[src/rtl/dev_bus_ctrl.sv]
// rtl/dev_bus_ctrl.sv - CPU-to-peripheral bus controller with wait states and masked interrupt arbiter
// Optional bus-error capture: define DEV_BUSERR_EN.
module dev_bus_ctrl #(
  parameter logic [31:0] BASE_ADDR   = 32'h0000_7F00,
  parameter int          WAIT_CYCLES = 1,
  parameter int          NUM_DEV     = 4
) (
  input  logic        clk,
  input  logic        reset,
  input  logic        cpu_req,
  input  logic        cpu_we,
  input  logic [31:0] cpu_addr,
  input  logic [31:0] cpu_wdata,
  output logic [31:0] cpu_rdata,
  output logic        cpu_ready,
  output logic [3:0]  dev_sel,
  output logic [1:0]  dev_add,
  output logic        dev_we,
  output logic [31:0] dev_wdata,
  input  logic [31:0] dev_rdata0,
  input  logic [31:0] dev_rdata1,
  input  logic [31:0] dev_rdata2,
  input  logic [31:0] dev_rdata3,
  input  logic [3:0]  dev_irq,
  output logic        irq_out,
  output logic [1:0]  irq_id
);

  typedef enum logic [1:0] {IDLE, ACCESS, DONE} state_t;

  localparam logic [31:0] MASK_ADDR = BASE_ADDR + 32'h40;
  localparam logic [31:0] STAT_ADDR = BASE_ADDR + 32'h44;
  localparam logic [3:0]  DEV_VALID = 4'((1 << NUM_DEV) - 1);
  localparam logic [3:0]  WAIT_INIT = 4'(WAIT_CYCLES);

  state_t      state, state_nx;
  logic [3:0]  cnt;
  logic [31:0] lat_addr;
  logic        lat_we;
  logic [3:0]  irq_mask;
  logic [3:0]  irq_raw;
  logic [3:0]  pend;
  logic [1:0]  dev_idx;
  logic        dev_hit, mask_hit, stat_hit, eaddr_hit;
  logic        last_cycle;
  logic [31:0] stat_word;
  logic [31:0] rd_mux;
  logic        err_flag;

  // Address decode on the latched request
  assign dev_idx    = lat_addr[5:4];
  assign dev_hit    = (lat_addr[31:6] == BASE_ADDR[31:6]) && DEV_VALID[dev_idx];
  assign mask_hit   = (lat_addr == MASK_ADDR);
  assign stat_hit   = (lat_addr == STAT_ADDR);
  assign last_cycle = (state == ACCESS) && (cnt == 4'd0);
  assign irq_raw    = dev_irq & DEV_VALID;
  assign pend       = irq_raw & irq_mask;
  assign stat_word  = {24'd0, err_flag, irq_out, irq_id, irq_raw};

`ifdef DEV_BUSERR_EN
  localparam logic [31:0] EADDR_ADDR = BASE_ADDR + 32'h48;
  logic [31:0] err_addr;
  logic        unmapped;
  assign eaddr_hit = (lat_addr == EADDR_ADDR);
  assign unmapped  = !(dev_hit || mask_hit || stat_hit || eaddr_hit);

  // Sticky error flag; address capture only while the flag is clear, read of IRQ_STAT clears it
  always_ff @(posedge clk or posedge reset) begin
    if (reset) begin
      err_flag <= 1'b0;
      err_addr <= 32'd0;
    end else if (last_cycle) begin
      if (unmapped) begin
        err_flag <= 1'b1;
        if (!err_flag) err_addr <= lat_addr;
      end else if (stat_hit && !lat_we) begin
        err_flag <= 1'b0;
      end
    end
  end
`else
  logic [31:0] err_addr;
  assign eaddr_hit = 1'b0;
  assign err_flag  = 1'b0;
  assign err_addr  = 32'd0;
`endif

  // Read data source for the completing access; unmapped reads return zero
  always_comb begin
    rd_mux = 32'd0;
    if (dev_hit) begin
      case (dev_idx)
        2'd0:    rd_mux = dev_rdata0;
        2'd1:    rd_mux = dev_rdata1;
        2'd2:    rd_mux = dev_rdata2;
        default: rd_mux = dev_rdata3;
      endcase
    end else if (mask_hit) begin
      rd_mux = {28'd0, irq_mask};
    end else if (stat_hit) begin
      rd_mux = stat_word;
    end else if (eaddr_hit) begin
      rd_mux = err_addr;
    end
  end

  // Next-state and strobe generation
  always_comb begin
    state_nx  = state;
    dev_sel   = 4'd0;
    dev_we    = 1'b0;
    cpu_ready = 1'b0;
    case (state)
      IDLE: begin
        if (cpu_req) state_nx = ACCESS;
      end
      ACCESS: begin
        if (dev_hit) dev_sel = 4'b0001 << dev_idx;
        if (cnt == 4'd0) begin
          dev_we   = lat_we && dev_hit;
          state_nx = DONE;
        end
      end
      DONE: begin
        cpu_ready = 1'b1;
        state_nx  = IDLE;
      end
      default: state_nx = IDLE;
    endcase
  end

  // State, request latches, wait counter, read data and mask register
  always_ff @(posedge clk or posedge reset) begin
    if (reset) begin
      state     <= IDLE;
      cnt       <= 4'd0;
      lat_addr  <= 32'd0;
      lat_we    <= 1'b0;
      dev_wdata <= 32'd0;
      dev_add   <= 2'd0;
      cpu_rdata <= 32'd0;
      irq_mask  <= 4'd0;
    end else begin
      state <= state_nx;
      if (state == IDLE && cpu_req) begin
        lat_addr  <= cpu_addr;
        lat_we    <= cpu_we;
        dev_wdata <= cpu_wdata;
        dev_add   <= cpu_addr[3:2];
        cnt       <= WAIT_INIT;
      end else if (state == ACCESS && cnt != 4'd0) begin
        cnt <= cnt - 4'd1;
      end
      if (last_cycle) begin
        if (!lat_we) cpu_rdata <= rd_mux;
        else if (mask_hit) irq_mask <= dev_wdata[3:0];
      end
    end
  end

  // Fixed-priority interrupt arbiter, device 0 highest; a bus error claims id 3
  always_ff @(posedge clk or posedge reset) begin
    if (reset) begin
      irq_out <= 1'b0;
      irq_id  <= 2'd0;
    end else begin
      irq_out <= (|pend) || err_flag;
      if (pend[0])      irq_id <= 2'd0;
      else if (pend[1]) irq_id <= 2'd1;
      else if (pend[2]) irq_id <= 2'd2;
      else if (pend[3] || err_flag) irq_id <= 2'd3;
      else              irq_id <= 2'd0;
    end
  end

endmodule

[config.mk]
export PLATFORM = sky130hd
export DESIGN_NAME = dev_bus_ctrl
export DESIGN_NICKNAME = d
export VERILOG_FILES = /design/src/rtl/dev_bus_ctrl.sv
export SDC_FILE = /design/constraint.sdc
export NUM_CORES = 1
export LEC_CHECK = 0
export BUFFER_PORTS_ARGS = -buffer_cell sky130_fd_sc_hd__buf_2
export CORE_MARGIN = 2
export CORE_UTILIZATION = 42
export CTS_BUF_LIST = sky130_fd_sc_hd__clkbuf_8
export DETAILED_ROUTE_END_ITERATION = 8
export PLACE_DENSITY = 0.79
export RECOVER_POWER = 50
export SLEW_MARGIN = 20
export SYNTH_ARGS = -nofsm -noshare
export SYNTH_HDL_FRONTEND = slang
export SYNTH_SLANG_ARGS = --single-unit
[constraint.sdc]
create_clock -name clk -period 3 [get_ports clk]
set_input_delay 0.15 -clock clk [delete_from_list [all_inputs] [get_ports clk]]
set_output_delay 0.15 -clock clk [all_outputs]
set_load 0.05 [all_outputs]
# [Word level (Yosys, flattened, before mapping)]
# Index checks and enable logic that the tools add are counted.
[word_totals] ff_bits=112 out_inout_bits=75
[classes] n_addsub=1 magnitude_cmp=1 eq_ne=9 n_shift=1 muxes=20 bitwise_logic=2 n_reduce_logical=14
[ops] cell="one-hot mux 32 bit (3 select lines)" n=1
[ops] cell="== test 32 x 15 -> 1 bit, second input constant" n=2
[ops] cell="two-way mux 32 bit" n=1
[ops] cell="== test 26 x 9 -> 1 bit, second input constant" n=1
[ops] cell="two-way mux 4 bit" n=4
[ops] cell="two-way mux 7 bit" n=2
[ops] cell="two-way mux 2 bit" n=6
[ops] cell="logical AND 1 bit" n=5
[ops] cell="bitwise AND 4 bit" n=1
[ops] cell="== test 2 x 1 -> 1 bit, second input constant" n=2
[ops] cell="== test 2 bit, second input constant" n=2
[ops] cell="logical NOT 2 bit" n=2
[ops] cell="logical NOT 4 bit" n=1
[ops] cell="two-way mux 1 bit" n=4
[ops] cell="!= test 2 bit, second input constant" n=2
[ops] cell="one-hot mux 2 bit (2 select lines)" n=1
[ops] cell="AND reduction 2 bit" n=2
[ops] cell="nonzero test 4 bit" n=1
[ops] cell="OR reduction 4 bit" n=1
[ops] cell="left shift 1 x 2 -> 4 bit, first input constant" n=1
[ops] cell="subtractor 4 x 1 -> 4 bit, second input constant" n=1
[ops] cell="< comparator 2 x 3 -> 1 bit, second input constant" n=1
[ops] cell="AND reduction 3 bit" n=1
[ops] cell="binary-select mux 1 bit (select 2 bit)" n=1
[ops] cell="2 further kinds" n=2

# [Depth between registers and ports, before layout]
# Gate-level depths: netlist (run 1).
[depth] depth_word=6 mapped_depth=9

# [Worst setup path after synthesis (run 1)]
# No wires, ideal clock.
[synth_timing] kind="reg2out" from="register lat_addr[24]" to="output dev_sel[2]" arrival_ns=2.539 required_time_ns=2.850 setup_slack_ns=0.311 stages_incl_launch_ff=6 path_cell_list="dfrtp_1 -> nor4_1 -> nand3b_1 -> nor3_1 -> nand2_1 -> nor3b_1"
[synth_between] elab_chain_len=4
[synth_lines] item="start: declaration" line="38" text="logic [31:0] lat_addr;"
[synth_lines] item="start signal: assignment" line="146" text="lat_addr <= cpu_addr;"
[synth_lines] item="== test 26 x 9 -> 1 bit" line="52" text="assign dev_hit = (lat_addr[31:6] == BASE_ADDR[31:6]) && DEV_VALID[dev_idx];"
[synth_lines] item="logical AND 1 bit" line="52"
[synth_lines] item="two-way mux 4 bit" line="118" text="if (dev_hit) dev_sel = 4'b0001 << dev_idx;"
[synth_lines] item="two-way mux 4 bit" line="113" text="case (state)"
[synth_lines] item="end: declaration" line="16" text="output logic [3:0] dev_sel,"
# Every way passes these cells.

# [Final worst setup path (run 1)]
[layout_timing] from="register lat_addr[16]" to="output dev_sel[2]"
# Same word-level chain as after synthesis.

==> flow_summary.json, run 1 <==
{
  "status": "complete, but fails checks",
  "violations": "max-slew violations",
  "synth-seq-cells": 110,
  "combPwrFrac_pct": 47.6,
  "synth_cell_types": 43,
  "gr-usage-all-layers_pct": 23.5,
  "num_rows": 40,
  "drt-pass1-iter-count": 4,
  "tightest_slew_ns": 1.51,
  "finalClockSkew_ns": 0.0149,
  "pwr-share-seq_pct": 38.4,
  "io_pins": 275,
  "required_ns": 2.85,
  "cts_root_buf": "clkbuf_8",
  "drive_above_1_share_pct": 55.3,
  "ant_nets": 0,
  "async_reset_ff_share_pct": 100,
  "cap_violations": 0,
  "regToRegSetupSlack_ns": 0.53,
  "worst_setup_path_start_kind": "flop",
  "cts_buffers": 9,
  "ys.flop_type": "dfrtp_1",
  "min_period_ns": 2.49,
  "pre_cts_ws_ns": 0.530,
  "max_freq_ghz": 0.401,
  "die_h_um": 114,
  "met1_usage_pct": 27.0,
  "numPlacedInstances": 742,
  "fin_nets": 863,
  "p_sw_mw": 2.53,
  "avgSynthCellArea_um2": 15.1,
  "drc": 0,
  "yosysWarnings": 0,
  "htree_levels": 3,
  "stdcell_count": 814,
  "critical_path_class": "reg -> out",
  "setup_viol": 0,
  "gr-total-overflow": 0,
  "synth-edff-count": 0,
  "first_iter_violations": 281,
  "area_growth_pct": 43.2,
  "dieArea_mm2": 0.0131,
  "cts.sinks": 110,
  "synthTopCellsByCount": "dfrtp_1 (110), mux2_2 (69), mux4_2 (32), a22o_1 (28), clkbuf_1 (19)",
  "grt_first_pass_wirelength_um": 23500,
  "hold-worst-slack_ns": 0.0135,
  "cts_buffer_depth": 2,
  "wl_per_cell_um": 19.0,
  "antenna_found_initial": 3,
  "netlist_area_mm2": 0.00512,
  "fin_crit_sh_pct": 83.1,
  "pwr_density_cell_mw_per_mm2": 835,
  "busiest_layer": "met2",
  "slew_violations": 74,
  "use_met3_pct": 6.09,
  "vias_per_cell": 5.25,
  "hpwl_um": 11300,
  "cp_max_fo": 4,
  "grt_pass1_vias": 4615,
  "grtUsageMet2_pct": 41.7,
  "clock_power_share_pct": 14.0,
  "yosysTopAreaCell": "dfrtp_1",
  "grt_max_degree": 111,
  "clkTransAtPathRegs_ns": 0.10,
  "worst_ir_drop_vdd_v": 0.000592,
  "max_slew_margin_pct": -0.758,
  "ys_seq_area_share_pct": 53.7,
  "synth.most_common_cell": "dfrtp_1",
  "rsz0062_at_grt": "no",
  "cts_tree": "yes",
  "fill_cells": 959,
  "gp_congestion": 0.842,
  "via_count": 4274,
  "clk_latency_ns": 0.37,
  "total_power_mw": 6.13,
  "hold_path.class": "in -> reg",
  "finalHoldViolations": 0,
  "initial_utilization_pct": 42.8,
  "die_w_um": 114,
  "p_leak_nw": 3.55,
  "setup_tns_ns": 0,
  "synth_area_leaders": "dfrtp_1 (54%), mux2_2 (15%), mux4_2 (14%)",
  "core_mm2": 0.0120,
  "syn_inst": 340,
  "p_int_mw": 3.60,
  "cts_setup_buffers": 0,
  "setup_ws_ns": 0.507,
  "cp.arrival_ns": 2.34,
  "portBuffers": 274,
  "wl_um": 15500,
  "swShare_pct": 41.2,
  "cp-end-kind": "primary output",
  "syn_nets": 542,
  "synth.top_cell.area_share_pct": 53.7
}
==> registers in the layout, summed over array words and instances (netlist names) <==
register / cells
irq_mask: 4
dev_wdata: 32
state: 2
lat_we: 1
lat_addr: 31
cnt: 4
cpu_rdata: 32
irq_id: 2
irq_out: 1
dev_add: 1
==> layout make-up <==
| cell class | count | area, µm² | share of cell area [%] |
|---|---|---|---|
| sequential | 110 | 2750 | 37.5 |
| multi-input combinational | 200 | 2240 | 30.6 |
| timing repair buffer | 337 | 1950 | 26.6 |
| tap | 147 | 184 | 2.51 |
| clock buffer | 13 | 179 | 2.44 |
| inverter | 3 | 15.0 | 0.205 |
| clock inverter | 2 | 7.51 | 0.102 |
| antenna | 2 | 5.00 | 0.0682 |
==> cells by family (layout without fill, tap and decap cells) <==
group,Yosys count,count (layout),synth area share (%)
compound gates,44,44,6.96
xor+xnor,3,3,0.513
fa+ha+maj,2,2,0.488
other cells,0,2,0
mux,105,105,30.0
buf+inv,30,355,2.59
simple gates,46,46,5.74
flops,110,110,53.7
==> placed cells by master, fill, tap and decap left out, drive strengths merged, types with 3 or more instances in the layout <==
| cell type | n |
|---|---|
| mux2i | 4 |
| a22oi | 6 |
| a22o | 28 |
| mux2 | 69 |
| o21ai | 3 |
| nor3b | 3 |
| mux4 | 32 |
| nand2 | 7 |
| dlygate4sd3 | 55 |
| a21o | 3 |
| clkbuf | 49 |
| buf | 246 |
| nor3 | 4 |
| nor2 | 6 |
| nor4 | 4 |
| dfrtp | 110 |
| inv | 4 |
| nor2b | 5 |
==> power by group through the flow <==
stage	sequential, mW	clock [mW]	combinational (mW)
finish	2.35	0.859	2.92
CTS	2.35	0.881	2.97
global placement	2.34	0	2.86
global route	2.43	0.935	3.09
detailed placement	2.39	0	2.91
floorplan	3.00	0	1.58
==> metrics by stage <==
step / instance area [µm²] / utilization [%]
global route: 7340 / 61.4
detailed placement: 6650 / 55.6
CTS: 7350 / 61.5
global placement: 6650 / 55.6
finish: 7340 / 61.4
floorplan: 5130 / -
==> timing repair <==
| item | 4_1_cts | 5_1_grt |
|---|---|---|
| resized for setup | 0 | 0 |
| hold endpoints to repair | 147 | 4 |
| hold buffers | 51 | 4 |
==> final timing paths <==
kind | from | to | cells after the start
max in group asynchronous | reset | lat_addr[4]$_DFFE_PP0P_ | 4
worst max register to register | cnt[0]$_DFFE_PP0P_ | cpu_rdata[6]$_DFFE_PP0P_ | 8
worst min register to register | irq_id[0]$_DFF_PP0_ | cpu_rdata[4]$_DFFE_PP0P_ | 1
worst min-delay path | cpu_addr[28] | lat_addr[28]$_DFFE_PP0P_ | 2
min in group asynchronous | reset | cpu_rdata[27]$_DFFE_PP0P_ | 4
worst max-delay path | lat_addr[16]$_DFFE_PP0P_ | dev_sel[2] | 6
==> worst max-delay path, stage by stage, from the launching register on <==
cell and delay (ns):
dfrtp_1 0.39, nor4_1 0.34, nand3_1 0.28, nor3_1 0.29, nand2_1 0.15, nor3b_1 0.22, buf_2 0.30
==> metal layers <==
layer,share of wire (%),vias to the layer above
met5,0.084,-
met4,2.4,2
met3,6.5,27
met2,52,191
met1,39,2115
li1,-,1939
Note: power is estimated with default switching activity, not from simulation.
==> inputs of run 2 (changes only) <==
- CORE_UTILIZATION: 42 -> 47
- PLACE_DENSITY: 0.79 -> 0.83
- clock period: 3 -> 2.5 ns (I/O delays scaled with it)
==> run 2 against run 1 <==
  * The run now ends clean
  * Total power up 23%
  * Highest routed layer is now met4
  * Clock skew decreased by 0.0034 ns
  * Sequential cell count stayed put
  * Largest cell class unchanged
  * Critical path type unchanged
  * Critical path depth increased by 2
  * Final area rose by 3.5%
  * Routed wire length rose by 7.5%
  * Register-to-register slack worse by 0.39 ns
  * Non-clock buffer count grew 18
  * Sequential power increased by 20%
  * Clock power up 22%
==> flow_summary.json, run 2 (synthesis results as in run 1) <==
{
  "status": "completed",
  "grt_first_pass_wirelength_um": 24200,
  "min_period_ns": 2.38,
  "cts_tree": "yes",
  "vias_per_cell": 5.42,
  "regToRegSetupSlack_ns": 0.14,
  "p_int_mw": 4.37,
  "r2r_cells": 7,
  "swShare_pct": 42.0,
  "cp-end-kind": "primary output",
  "cts_root_buf": "clkbuf_8",
  "pwr_density_cell_mw_per_mm2": 991,
  "hold_path.class": "in -> reg",
  "cpMostUsedCell": "buf_6",
  "fin_util_pct": 70.7,
  "cp_max_fo": 3,
  "max_freq_ghz": 0.419,
  "gr-usage-all-layers_pct": 27.9,
  "fill_cells": 804,
  "fin_nets": 881,
  "cts_buffers": 9,
  "grt_pass1_vias": 4764,
  "clkTransAtPathRegs_ns": 0.10,
  "gp_congestion": 0.896,
  "top_regs": "cpu_rdata x32, dev_wdata x32, lat_addr x31",
  "cp.arrival_ns": 2.26,
  "final_common_cell": "buf_2",
  "crit_slowest_cell": "dfrtp_1",
  "clock_power_share_pct": 14.0,
  "io_pins": 275,
  "grt_max_degree": 71,
  "crit_chain": "nor4_2 -> nand3_1 -> buf_6 -> nor3_4 -> buf_6 -> nand2_2 -> nor3b_2 -> buf_6",
  "via_count": 4484,
  "cap_violations": 0,
  "worst_ir_drop_vdd_v": 0.000708,
  "final_cell_mix": "buf_2 (236), dfrtp_1 (109), mux2_2 (69)",
  "ant_nets": 0,
  "setup_viol": 0,
  "core_mm2": 0.0107,
  "r2r_start": "cnt[0]$_DFFE_PP0P_",
  "p_leak_nw": 3.65,
  "drc": 0,
  "drive_above_1_share_pct": 56.1,
  "hold_end": "irq_out$_DFF_PP0_",
  "clk_latency_ns": 0.37,
  "r2r_end": "cpu_rdata[4]$_DFFE_PP0P_",
  "cts_buffer_depth": 2,
  "pre_cts_ws_ns": 0.0501,
  "pwr-share-seq_pct": 37.5,
  "critical_path_class": "reg -> out",
  "max_slew_margin_pct": 16.8,
  "die_w_um": 108,
  "setup_ws_ns": 0.115,
  "dieArea_mm2": 0.0118,
  "crit_cells": 8,
  "drt-pass1-iter-count": 4,
  "htree_levels": 3,
  "critPathTopFamily": "simple AND/OR/NAND/NOR gates",
  "register_area_mm2": 0.00275,
  "area_growth_pct": 48.3,
  "hold_depth": 3,
  "wl_um": 16600,
  "tightest_slew_ns": 1.25,
  "fin_crit_sh_pct": 95.4,
  "min_from": "dev_irq[2]",
  "portBuffers": 274,
  "multi_input_area_mm2": 0.00229,
  "slew_violations": 0,
  "num_rows": 38,
  "hpwl_um": 11500,
  "first_iter_violations": 418,
  "numPlacedInstances": 737,
  "worst-path-buf-inv": 3,
  "initial_utilization_pct": 47.7,
  "finalClockSkew_ns": 0.0115,
  "die_h_um": 108,
  "max_stage_delay_ns": 0.40,
  "gr-total-overflow": 0,
  "critPathLaunch": "lat_addr[25]$_DFFE_PP0P_",
  "stdcell_count": 828,
  "wl_per_cell_um": 20.1,
  "worst_setup_path_start_kind": "flop",
  "required_ns": 2.38,
  "finalHoldViolations": 0,
  "cts.sinks": 110,
  "p_sw_mw": 3.16,
  "antenna_found_initial": 4,
  "combPwrFrac_pct": 48.5
}
[run 2: power groups by stage]
stage                     logic [mW]  registers [mW]  clock network (mW)
final                           3.65            2.83                1.05
after global routing            3.85            2.90                1.17
after CTS                       3.66            2.80                1.08
after detailed placement        3.56            2.82                   0
after global placement          3.49            2.76                   0
after floorplan                 1.90            3.59                   0
[run 2: how the worst max path moves through the flow]
stage	end	slack [ns]
2_1_floorplan	dev_sel[2]	-0.16
3_3_place_gp	cpu_rdata[4]$_DFFE_PP0P_	0.13
3_5_place_dp	cpu_rdata[4]$_DFFE_PP0P_	0.05
4_1_cts	dev_sel[1]	0.01
5_1_grt	dev_sel[1]	-0.01
6_report	dev_sel[1]	0.12
[run 2: stage by stage]
step                setup TNS [ns]  total power, mW  hold slack [ns]  cell area (µm²)
global placement                 0             6.25           0.0929             6700
detailed placement               0             6.38            0.107             6700
finish                           0             7.53           0.0594             7600
floorplan                   -0.350             5.49            0.216             5130
global route               -0.0149             7.92           0.0583             7600
CTS                              0             7.53           0.0353             7600
[run 2: worst reg2reg max path, cell delays in order (launching register included)]
cell     delay (ns)
dfrtp_1        0.42
inv_1          0.10
ha_1           0.14
or3b_1         0.39
or3_4          0.40
or4_4          0.60
nor2_4         0.14
a21o_1         0.12
[run 2: what timing repair did]
item	in CTS	in global routing
endpoints found under the hold margin	75	0
cloned	0	0
hold buffers	67	0
resized for setup	8	8
setup endpoints to repair	3	12
buffers inserted	0	4
pin swaps	0	7
[run 2: layout make-up]
cell class / count / share of cell area (%)
Clock inverter: 4 / 0.395
Timing Repair Buffer: 355 / 28.4
Sequential cell: 110 / 36.2
Tap cell: 140 / 2.30
Antenna cell: 4 / 0.132
Multi-Input combinational cell: 200 / 30.2
Inverter: 3 / 0.165
Clock buffer: 12 / 2.17
[run 2: layer usage]
layer	vias up	share of wire (%)	global-route usage, %
li1	1977	-	-
met1	2229	34	30.1
met2	232	55	51.2
met3	46	7.4	6.45
met4	0	3.8	13.4
met5	-	0	0
